$ cat config.mk
export PLATFORM = sky130hd
export DESIGN_NAME = status_light_responder
export DESIGN_NICKNAME = d
export VERILOG_FILES = /design/src/rtl/status_light_responder.sv
export SDC_FILE = /design/constraint.sdc
export NUM_CORES = 1
export LEC_CHECK = 0
export ABC_AREA = 1
export CELL_PAD_IN_SITES_DETAIL_PLACEMENT = 1
export CELL_PAD_IN_SITES_GLOBAL_PLACEMENT = 2
export CORE_MARGIN = 2
export CORE_UTILIZATION = 26
export CTS_CLUSTER_SIZE = 16
export DETAILED_ROUTE_END_ITERATION = 16
export PLACE_DENSITY_LB_ADDON = 0.1
export SLEW_MARGIN = 20
export SYNTH_ARGS = -nofsm -noshare
export SYNTH_HDL_FRONTEND = slang
export SYNTH_SLANG_ARGS = --single-unit
$ cat constraint.sdc
create_clock -name clk -period 3.5 [get_ports clk]
set_input_delay 0.875 -clock clk [delete_from_list [all_inputs] [get_ports clk]]
set_output_delay 0.875 -clock clk [all_outputs]
set_load 0.05 [all_outputs]
$ cat src/rtl/status_light_responder.sv
// GET /STATUS_LIGHT responder: consumes a fixed 4-word request and answers with ON/OFF/ERR.
// Optional partial-request timeout is built when STATUS_LIGHT_TIMEOUT_EN is defined.
module status_light_responder #(
  parameter int CNT_W          = 16,
  parameter int TIMEOUT_CYCLES = 1024
) (
  input  logic             clk,
  input  logic             rst_n,
  input  logic [31:0]      rx_data,
  input  logic             rx_valid,
  output logic             rx_ready,
  output logic [31:0]      tx_data,
  output logic             tx_valid,
  input  logic             tx_ready,
  input  logic             light_on,
  output logic [CNT_W-1:0] req_count,
  output logic [CNT_W-1:0] err_count,
  output logic             timeout_pulse
);

  localparam logic [31:0] REQ_W0    = 32'h47455420;
  localparam logic [31:0] REQ_W1    = 32'h2F535441;
  localparam logic [31:0] REQ_W2    = 32'h5455535F;
  localparam logic [31:0] REQ_W3    = 32'h4C494748;
  localparam logic [31:0] REPLY_ON  = 32'h00004F4E;
  localparam logic [31:0] REPLY_OFF = 32'h004F4646;
  localparam logic [31:0] REPLY_ERR = 32'h45525221;

  typedef enum logic {
    RECV = 1'b0,
    RESP = 1'b1
  } state_e;

  state_e           state_q;
  logic [1:0]       word_idx_q;
  logic             match_q;
  logic             rx_ready_q;
  logic             tx_valid_q;
  logic [31:0]      tx_data_q;
  logic [CNT_W-1:0] req_cnt_q;
  logic [CNT_W-1:0] err_cnt_q;

  logic [31:0] expected_word;
  logic        rx_hs;
  logic        tx_hs;
  logic        req_ok;
  logic        expire;

  function automatic logic [CNT_W-1:0] sat_inc(input logic [CNT_W-1:0] v);
    return (&v) ? v : v + 1'b1;
  endfunction

  // NOTE: every variable assigned in always_comb gets a value on every path, so no latch is inferred.
  always_comb begin
    expected_word = REQ_W0;
    unique case (word_idx_q)
      2'd0: expected_word = REQ_W0;
      2'd1: expected_word = REQ_W1;
      2'd2: expected_word = REQ_W2;
      2'd3: expected_word = REQ_W3;
    endcase
  end

  // rx_ready_q is only ever high in RECV, so an rx handshake can never coincide with RESP.
  assign rx_hs  = rx_valid & rx_ready_q;
  assign tx_hs  = tx_valid_q & tx_ready;
  assign req_ok = match_q & (rx_data == expected_word);

`ifdef STATUS_LIGHT_TIMEOUT_EN
  localparam int IDLE_W = $clog2(TIMEOUT_CYCLES + 1);

  logic [IDLE_W-1:0] idle_q;
  logic              timeout_q;

  // A handshake on the expiry cycle wins, so expiry is gated by !rx_hs.
  assign expire = (state_q == RECV) && (word_idx_q != 2'd0) && !rx_hs &&
                  (idle_q == IDLE_W'(TIMEOUT_CYCLES - 1));

  always_ff @(posedge clk or negedge rst_n) begin
    if (!rst_n) begin
      idle_q    <= '0;
      timeout_q <= 1'b0;
    end else begin
      timeout_q <= expire;
      if (state_q != RECV || word_idx_q == 2'd0 || rx_hs || expire) begin
        idle_q <= '0;
      end else begin
        idle_q <= idle_q + 1'b1;
      end
    end
  end

  assign timeout_pulse = timeout_q;
`else
  logic timeout_unused;
  assign timeout_unused = (TIMEOUT_CYCLES > 0);
  assign expire         = 1'b0;
  assign timeout_pulse  = 1'b0;
`endif

  // NOTE: sequential state uses non-blocking assignments so all registers update together at the edge.
  always_ff @(posedge clk or negedge rst_n) begin
    if (!rst_n) begin
      state_q    <= RECV;
      word_idx_q <= 2'd0;
      match_q    <= 1'b1;
      rx_ready_q <= 1'b0;
      tx_valid_q <= 1'b0;
      tx_data_q  <= '0;
      req_cnt_q  <= '0;
      err_cnt_q  <= '0;
    end else begin
      unique case (state_q)
        RECV: begin
          rx_ready_q <= 1'b1;
          if (rx_hs) begin
            if (word_idx_q == 2'd3) begin
              rx_ready_q <= 1'b0;
              tx_valid_q <= 1'b1;
              tx_data_q  <= req_ok ? (light_on ? REPLY_ON : REPLY_OFF) : REPLY_ERR;
              word_idx_q <= 2'd0;
              match_q    <= 1'b1;
              state_q    <= RESP;
            end else begin
              word_idx_q <= word_idx_q + 2'd1;
              match_q    <= req_ok;
            end
          end else if (expire) begin
            word_idx_q <= 2'd0;
            match_q    <= 1'b1;
            err_cnt_q  <= sat_inc(err_cnt_q);
          end
        end
        RESP: begin
          if (tx_hs) begin
            tx_valid_q <= 1'b0;
            rx_ready_q <= 1'b1;
            state_q    <= RECV;
            if (tx_data_q == REPLY_ERR) begin
              err_cnt_q <= sat_inc(err_cnt_q);
            end else begin
              req_cnt_q <= sat_inc(req_cnt_q);
            end
          end
        end
      endcase
    end
  end

  assign rx_ready  = rx_ready_q;
  assign tx_valid  = tx_valid_q;
  assign tx_data   = tx_data_q;
  assign req_count = req_cnt_q;
  assign err_count = err_cnt_q;

endmodule

# --- Yosys cells after proc, flatten, opt, wreduce, memory -nomap -nowiden ---
# Index checks and enable logic that the tools add are counted.
word_totals:
  input_bits: 37
  reg_bits: 70
  out_inout_bits: 67
  elab_cells: 56
classes:
  bitwise_logic: 6
  n_reduce_logical: 8
  n_eq_ne: 10
  mux: 21
  addsub: 3
ops:
  columns: ["operator", "count"]
  rows:
  - ["32-bit one-hot mux with 4 select lines", 1]
  - ["16-bit two-way mux", 4]
  - ["16-bit by 1-bit adder with 16-bit output, second input constant", 2]
  - ["32-bit by 31-bit equality test with 1-bit output, second input constant", 1]
  - ["32-bit equality test", 1]
  - ["16-bit AND reduction", 2]
  - ["31-bit two-way mux", 1]
  - ["23-bit two-way mux", 1]
  - ["1-bit two-way mux", 10]
  - ["4-bit AND reduction", 2]
  - ["2-bit != test, second input constant", 3]
  - ["1-bit one-hot mux with 2 select lines", 3]
  - ["3-bit AND reduction", 2]
  - ["2-bit equality test, second input constant", 2]
  - ["2-bit by 1-bit != test with 1-bit output, second input constant", 2]
  - ["1-bit AND", 3]
  - ["1-bit NOT", 3]
  - ["2-bit by 1-bit adder with 2-bit output, second input constant", 1]
  - ["2-bit by 1-bit equality test with 1-bit output, second input constant", 1]
  - ["2-bit logical NOT", 1]
  - ["2-bit two-way mux", 1]
  - ["2-bit AND reduction", 1]

# --- Longest topological paths before layout ---
# Gate-level depths: netlist (run 1).
depth:
  ltp_word: 5
  depth_mapped: 13
  mapped_depth_nobuf: 12

# --- Worst setup path after synthesis (run 1) ---
# Ideal clock, no wire load.
synth_path:
  path_type: "register to register"
  startpoint: "reg err_cnt_q[0] (netlist: err_count[0])"
  endpoint: "reg err_cnt_q[11] (netlist: err_count[11])"
  path_slack_ns: 1.485
  t_arrival_ns: 1.896
  required_time_ns: 3.382
  n_path_buf: 1
  setup_time_ns: 0.118
  stages_incl_launch_ff: 12
  synth_period_minus_slack_ns: 2.015
  cell_sequence: "dfrtp_1 ha_1 nand2_2 nor3_4 nand2_2 nor2_2 nand3_2 nand2_2 inv_2 buf_6 nand2_1 nand2_1"
synth_via:
  elab_chain_len: 5
  elab_cells_between_ends: 8
  classes_between: "1 x add/sub; 1 x eq/ne; 4 x mux; 2 x reduce/logical"
synth_rtl:
  columns: ["element", "line", "text"]
  rows:
  - ["from (decl)", "41", "logic [CNT_W-1:0] err_cnt_q;"]
  - ["from (signal assigned)", "131", "err_cnt_q <= sat_inc(err_cnt_q);"]
  - ["from (signal assigned)", "140", "err_cnt_q <= sat_inc(err_cnt_q);"]
  - ["16-bit by 1-bit adder with 16-bit output", "50", "return (&v) ? v : v + 1'b1;"]
  - ["16-bit two-way mux", "50", null]
  - ["16-bit two-way mux", "139", "if (tx_data_q == REPLY_ERR) begin"]
  - ["16-bit two-way mux", "135", "if (tx_hs) begin"]
  - ["16-bit two-way mux", "113", "unique case (state_q)"]
# Several ways; a longest one is shown, not always the timed one. The select of a mux whose other input is x is not followed.
# A chain may end at the register's enable or synchronous reset.

# --- Worst setup path in the final report (run 1) ---
layout_path:
  startpoint: "reg req_cnt_q[7] (netlist: req_count[7])"
  endpoint: "out req_count[7]"
layout_rtl:
  columns: ["element", "line", "text"]
  rows:
  - ["from (decl)", "40", "logic [CNT_W-1:0] req_cnt_q;"]
  - ["from (signal assigned)", "142", "req_cnt_q <= sat_inc(req_cnt_q);"]
  - ["to (decl)", "16", "output logic [CNT_W-1:0] req_count,"]
# No word-level cell between the ends.

==> results of run 1 <==
## worst reg2reg max path: cells and delay by family (launching register included)
kind | cells | cell delay (ns)
compound gates | 2 | 0.30
fa+ha+maj | 1 | 0.34
buf+inv | 3 | 0.38
simple gates | 5 | 0.60
flops | 1 | 0.42
## power by group through the flow
stage	Combinational, mW	Clock (mW)	Sequential [mW]
after floorplan	0.715	0	0.987
final	1.30	0.559	0.738
after detailed placement	1.32	0	0.753
after CTS	1.32	0.579	0.745
after global routing	1.43	0.592	0.765
after global placement	1.31	0	0.747
## per-layer routing
layer  vias to the layer above  wire (um)  global-route usage (%)
li1                       1433          -                       -
met1                      1298       4068                   18.88
met2                        63       3801                   21.76
met3                         4        297                   1.998
met4                         0         46                   2.439
met5                         -          0                       0
## worst max path at each step
stage                       startpoint  cells past startpoint  slack [ns]            end
after CTS                 req_count[8]                      1        0.99   req_count[8]
after detailed placement      tx_ready                      9        0.78   req_count[3]
final                     req_count[7]                      1        1.01   req_count[7]
after global routing          tx_ready                      9        0.91  req_count[11]
after global placement        tx_ready                      7        0.85   err_count[1]
after floorplan           err_count[0]                     11        1.49  err_count[11]
## synthesized netlist by cell type (3+ instances only)
cell type / instances / area (um^2)
o21ai_0: 16 / 80.08
ha_1: 10 / 125.1
xnor2_1: 10 / 87.58
dfrtp_1: 43 / 1076
nand3_1: 20 / 100.1
xor2_1: 21 / 183.9
nand4_1: 5 / 31.28
buf_6: 3 / 33.78
nor3_1: 7 / 35.03
nand2_2: 3 / 18.77
nor2_1: 44 / 165.2
buf_4: 28 / 210.2
inv_1: 58 / 217.7
nand2_1: 150 / 563.0
## final cells by class
cell class	count	area share, %
well taps	143	4.335
flip-flops and latches	44	26.71
clock inverters	2	0.9397
multi-input cells	311	37.19
inverters	60	5.456
clock buffers	6	3.365
repair buffers	91	22.01
## stage by stage
| step | hold WS (ns) | power [mW] | util (%) | instances |
|---|---|---|---|---|
| global route | 0.5390 | 2.787 | 36.00 | 657 |
| finish | 0.5024 | 2.598 | 36.00 | 657 |
| global placement | 0.4861 | 2.059 | 34.42 | 649 |
| detailed placement | 0.4963 | 2.071 | 34.42 | 649 |
| CTS | 0.5068 | 2.649 | 35.97 | 657 |
| floorplan | 0.4727 | 1.701 | - | 447 |
## state kept, by name, summed over array words and instances (netlist names)
register and flops:
tx_valid 1, req_count 16, state_q 1, match_q 1, word_idx_q 2, tx_data 6
rx_ready 1, err_count 16
## kinds of logic (layout without fill, tap and decap cells)
family                   Yosys count  count (layout)  share of synthesized area, %
AO/OA/AOI/OAI                     20              20                         3.342
XOR/XNOR                          31              31                         8.843
adder cells (fa/ha/maj)           10              10                         4.075
buffers and inverters             92             159                         15.44
flip-flops                        44              44                         35.90
other                              1              12                        0.1221
AND/OR/NAND/NOR                  238             238                         32.27
==> impl_metrics.yaml, run 1 <==
routing:
  ant_nets: 0
  drc: 0
  first_pass_iters: 4
  routed_via_density: 4.259
  num_vias: 2798
  post_drt_wl_per_cell_um: 12.50
  first_iter_violations: 95
  drt_wl_total_um: 8213
placed_design:
  hpwl_um: 6445
  place_congestion: 0.7726
  place_area_mm2: 0.003948
  port_buffers: 91
  dpl_worst_slack_ns: 0.7793
setup_path:
  worstSetupEndpointType: "primary output"
  critical_path_class: "register to primary output"
  critPathTopFamily: "buffers and inverters"
  reg2regPathDepth: 11
  required_ns: 2.62
  reg2reg_slack_ns: 1.34
  crit_chain: "clkdlybuf4s50_1"
  reg2reg_from: "word_idx_q[0]"
  critical_path.max_stage_delay_ns: 0.86
  critPathSlowestCell: "clkdlybuf4s50_1"
  cp_max_fo: 6
  worst_ep_arrival_time_ns: 1.62
  reg2reg_to: "tx_data[26]"
  start_kind: "register"
  critPathBufInv: 1
floorplanning:
  core_area_mm2: 0.01147
  die_area_mm2: 0.01269
  fp.dieH_um: 112.7
  row_count: 39
  top_level_ports: 104
  die_x_um: 112.7
  initial_core_util_pct: 26.78
power_and_ir_drop:
  p_leak_nw: 1.967
  switching_share_pct: 46.24
  p_int_mw: 1.397
  switchingPower_mw: 1.201
  ir_drop_uv: 505.7
  cellPowerDensity_mw_per_mm2: 629.4
  clkPwrFrac_pct: 21.5
  p_comb_share_pct: 50.1
  seq_power_share_pct: 28.4
clock_network:
  htreeDepth: 2
  clock_latency_ns: 0.28
  cts_root_buffer: "clkbuf_16"
  clk_pin_slew_ns: 0.07
  cts_tree: "done"
  cts_buffers: 5
  cts_resized: 0
  post-cts-setup-buffers: 0
  holdBufCountCts: 0
  cts_sinks: 44
  cts_max_path_buffers: 2
finish:
  final_common_cell: "nand2_1"
  drive_above_1_share_pct: 4.280
  mostFrequentLayoutCells: "nand2_1 (150), clkdlybuf4s50_1 (90), inv_1 (58)"
  n_fill_cell: 1431
  multiInputGateArea_mm2: 0.001535
  final_cell_area_mm2: 0.004128
  antenna_cells: 0
  final_nets: 560
  syn2layout_area_growth_pct: 34.43
  register_area_mm2: 0.001102
synth:
  syn_avg_cell_area_um2: 7.042
  synth_cell_type_count: 28
  syn_inst: 436
  ys.flop_type: "dfrtp_1"
  syn_area_mm2: 0.003070
  yosysWarnings: 0
  synth_edf_count: 0
  synth-seq-area-share_pct: 35.90
  ys_seq_elements: 44
  async_reset_ff_share_pct: 100.0
hold_path:
  hp-start: "match_q"
  min_path_type: "register to register"
  hold_depth: 2
  whs_endpoint: "match_q"
global_route:
  grt_pass1_wl_um: 13920
  overflow: 0
  grt_start_max_net_pins: 45
  grt_pass1_vias: 2815
  track_usage_pct: 13.31
  antenna_found_initial: 0
timing:
  fin_ws_ns: 1.010
  setup_viol_count_final: 0
  finalHoldViolations: 0
  worst_pin_slew_ns: 0.5801
  drv_slew: 0
  fin_crit_ns: 2.490
  tns_ns: 0
  rsz0062_at_grt: "no"
  fin_skew_ns: 0.006849
  period_share_pct: 71.15
  fmax_mhz: 401.6
  relSlewSlack_pct: 61.33
run_status:
  outcome: "finished, final reports clean"
run:
  maxCapViolCount: 0
No activity file was read; power rests on OpenSTA's default activity.
==> run 2: changes to the inputs <==
--- a/config.mk
+++ b/config.mk
@@ -9,7 +9,7 @@
 export CELL_PAD_IN_SITES_DETAIL_PLACEMENT = 1
 export CELL_PAD_IN_SITES_GLOBAL_PLACEMENT = 2
 export CORE_MARGIN = 2
-export CORE_UTILIZATION = 26
+export CORE_UTILIZATION = 24
 export CTS_CLUSTER_SIZE = 16
 export DETAILED_ROUTE_END_ITERATION = 16
 export PLACE_DENSITY_LB_ADDON = 0.1
==> constraint.sdc (replaced) <==
create_clock -name clk -period 2.4 [get_ports clk]
set_input_delay 0.6 -clock clk [delete_from_list [all_inputs] [get_ports clk]]
set_output_delay 0.6 -clock clk [all_outputs]
set_load 0.05 [all_outputs]
==> impl_metrics.yaml, run 2 (same netlist as run 1, synthesis figures left out) <==
setup_path:
  critPathTopFamily: "buffers and inverters"
  critical_path.max_stage_delay_ns: 0.86
  start_kind: "register"
  critPathBufInv: 1
  critical_path_class: "register to primary output"
  worstSetupEndpointType: "primary output"
  required_ns: 1.80
  critPathSlowestCell: "clkdlybuf4s50_1"
  crit_chain: "clkdlybuf4s50_1"
  worst_ep_arrival_time_ns: 1.63
  cp_max_fo: 6
power_and_ir_drop:
  p_comb_share_pct: 50.5
  switchingPower_mw: 1.799
  p_int_mw: 2.028
  ir_drop_uv: 387.4
  cellPowerDensity_mw_per_mm2: 904.6
  switching_share_pct: 47.00
  clkPwrFrac_pct: 21.4
  p_leak_nw: 2.001
  seq_power_share_pct: 28.0
  total_power_mw: 3.827
timing:
  fmax_mhz: 448.8
  relSlewSlack_pct: 63.77
  fin_skew_ns: 0.006790
  drv_slew: 0
  setup_viol_count_final: 0
  fin_ws_ns: 0.1718
  rsz0062_at_grt: "no"
  tns_ns: 0
  finalHoldViolations: 0
  period_share_pct: 92.84
  fin_crit_ns: 2.228
  fin_hold_ws_ns: 0.2891
  worst_pin_slew_ns: 0.5434
clock_network:
  holdBufCountCts: 0
  clock_latency_ns: 0.29
  htreeDepth: 2
  cts_max_path_buffers: 2
  cts_tree: "done"
  clk_pin_slew_ns: 0.07
  cts_buffers: 5
  post-cts-setup-buffers: 0
  cts_root_buffer: "clkbuf_16"
  cts_sinks: 44
global_route:
  grt_start_max_net_pins: 26
  grt_pass1_vias: 2904
  antenna_found_initial: 0
  overflow: 0
  track_usage_pct: 13.07
  grt_pass1_wl_um: 14040
finish:
  antenna_cells: 0
  syn2layout_area_growth_pct: 37.78
  final_cell_area_mm2: 0.004230
  final_common_cell: "nand2_1"
  n_fill_cell: 1566
  drive_above_1_share_pct: 5.939
  utilization_pct: 33.66
  final_cells: 694
  final_nets: 568
  mostFrequentLayoutCells: "nand2_1 (150), clkdlybuf4s50_1 (90), inv_1 (58)"
routing:
  post_drt_wl_per_cell_um: 12.50
  routed_via_density: 4.144
  first_pass_iters: 4
  drc: 0
  ant_nets: 0
  num_vias: 2876
  drt_wl_total_um: 8678
  first_iter_violations: 75
hold_path:
  min_path_type: "input port to async pin"
floorplanning:
  core_area_mm2: 0.01257
  top_level_ports: 104
  die_x_um: 117.1
  initial_core_util_pct: 24.43
  fp.dieH_um: 117.1
  die_area_mm2: 0.01371
  row_count: 41
placed_design:
  dp.cells: 686
  place_area_mm2: 0.004056
  port_buffers: 91
  place_congestion: 0.7629
  dpl_worst_slack_ns: 0.1886
  hpwl_um: 6964
run:
  maxCapViolCount: 0
run_status:
  outcome: "finished, final reports clean"
run 2: final timing paths:
check,from,end,slack (ns),cells past startpoint
max,req_count[8],req_count[8],0.17,1
min,rst_n,tx_data[14],0.29,1
max reg2reg,word_idx_q[0],tx_data[26],0.34,11
min reg2reg,match_q,match_q,0.51,2
max in group asynchronous,rst_n,err_count[15],1.57,2
min in group clk,match_q,match_q,0.51,2
run 2: power by group through the flow:
| stage | Clock [mW] | Combinational, mW | Sequential (mW) |
|---|---|---|---|
| after global placement | 0 | 1.94 | 1.09 |
| after detailed placement | 0 | 1.96 | 1.09 |
| final | 0.820 | 1.93 | 1.07 |
| after floorplan | 0 | 1.04 | 1.44 |
| after global routing | 0.880 | 2.13 | 1.11 |
| after CTS | 0.854 | 1.97 | 1.08 |
run 2: final cells by class:
cell class	count	area (um^2)	share of cell area, %
well taps	172	215.2	5.087
inverters	60	225.2	5.324
repair buffers	99	978.4	23.13
multi-input cells	311	1538	36.35
clock buffers	5	125.1	2.958
flip-flops and latches	44	1102	26.06
clock inverters	3	46.29	1.094
run 2: what timing repair did:
| action | 4_1_cts | 5_1_grt |
|---|---|---|
| resized for setup | 0 | 1 |
| setup endpoints to repair | 0 | 1 |
| endpoints found under the hold margin | 0 | 0 |
run 2: per-layer routing:
metal  GRT usage (%)  vias up  share of wire [%]
li1                -     1452                  -
met1           17.56     1355                 48
met2           22.24       65                 47
met3           2.111        4                3.8
met4           2.824        0               0.82
met5               0        -                  0
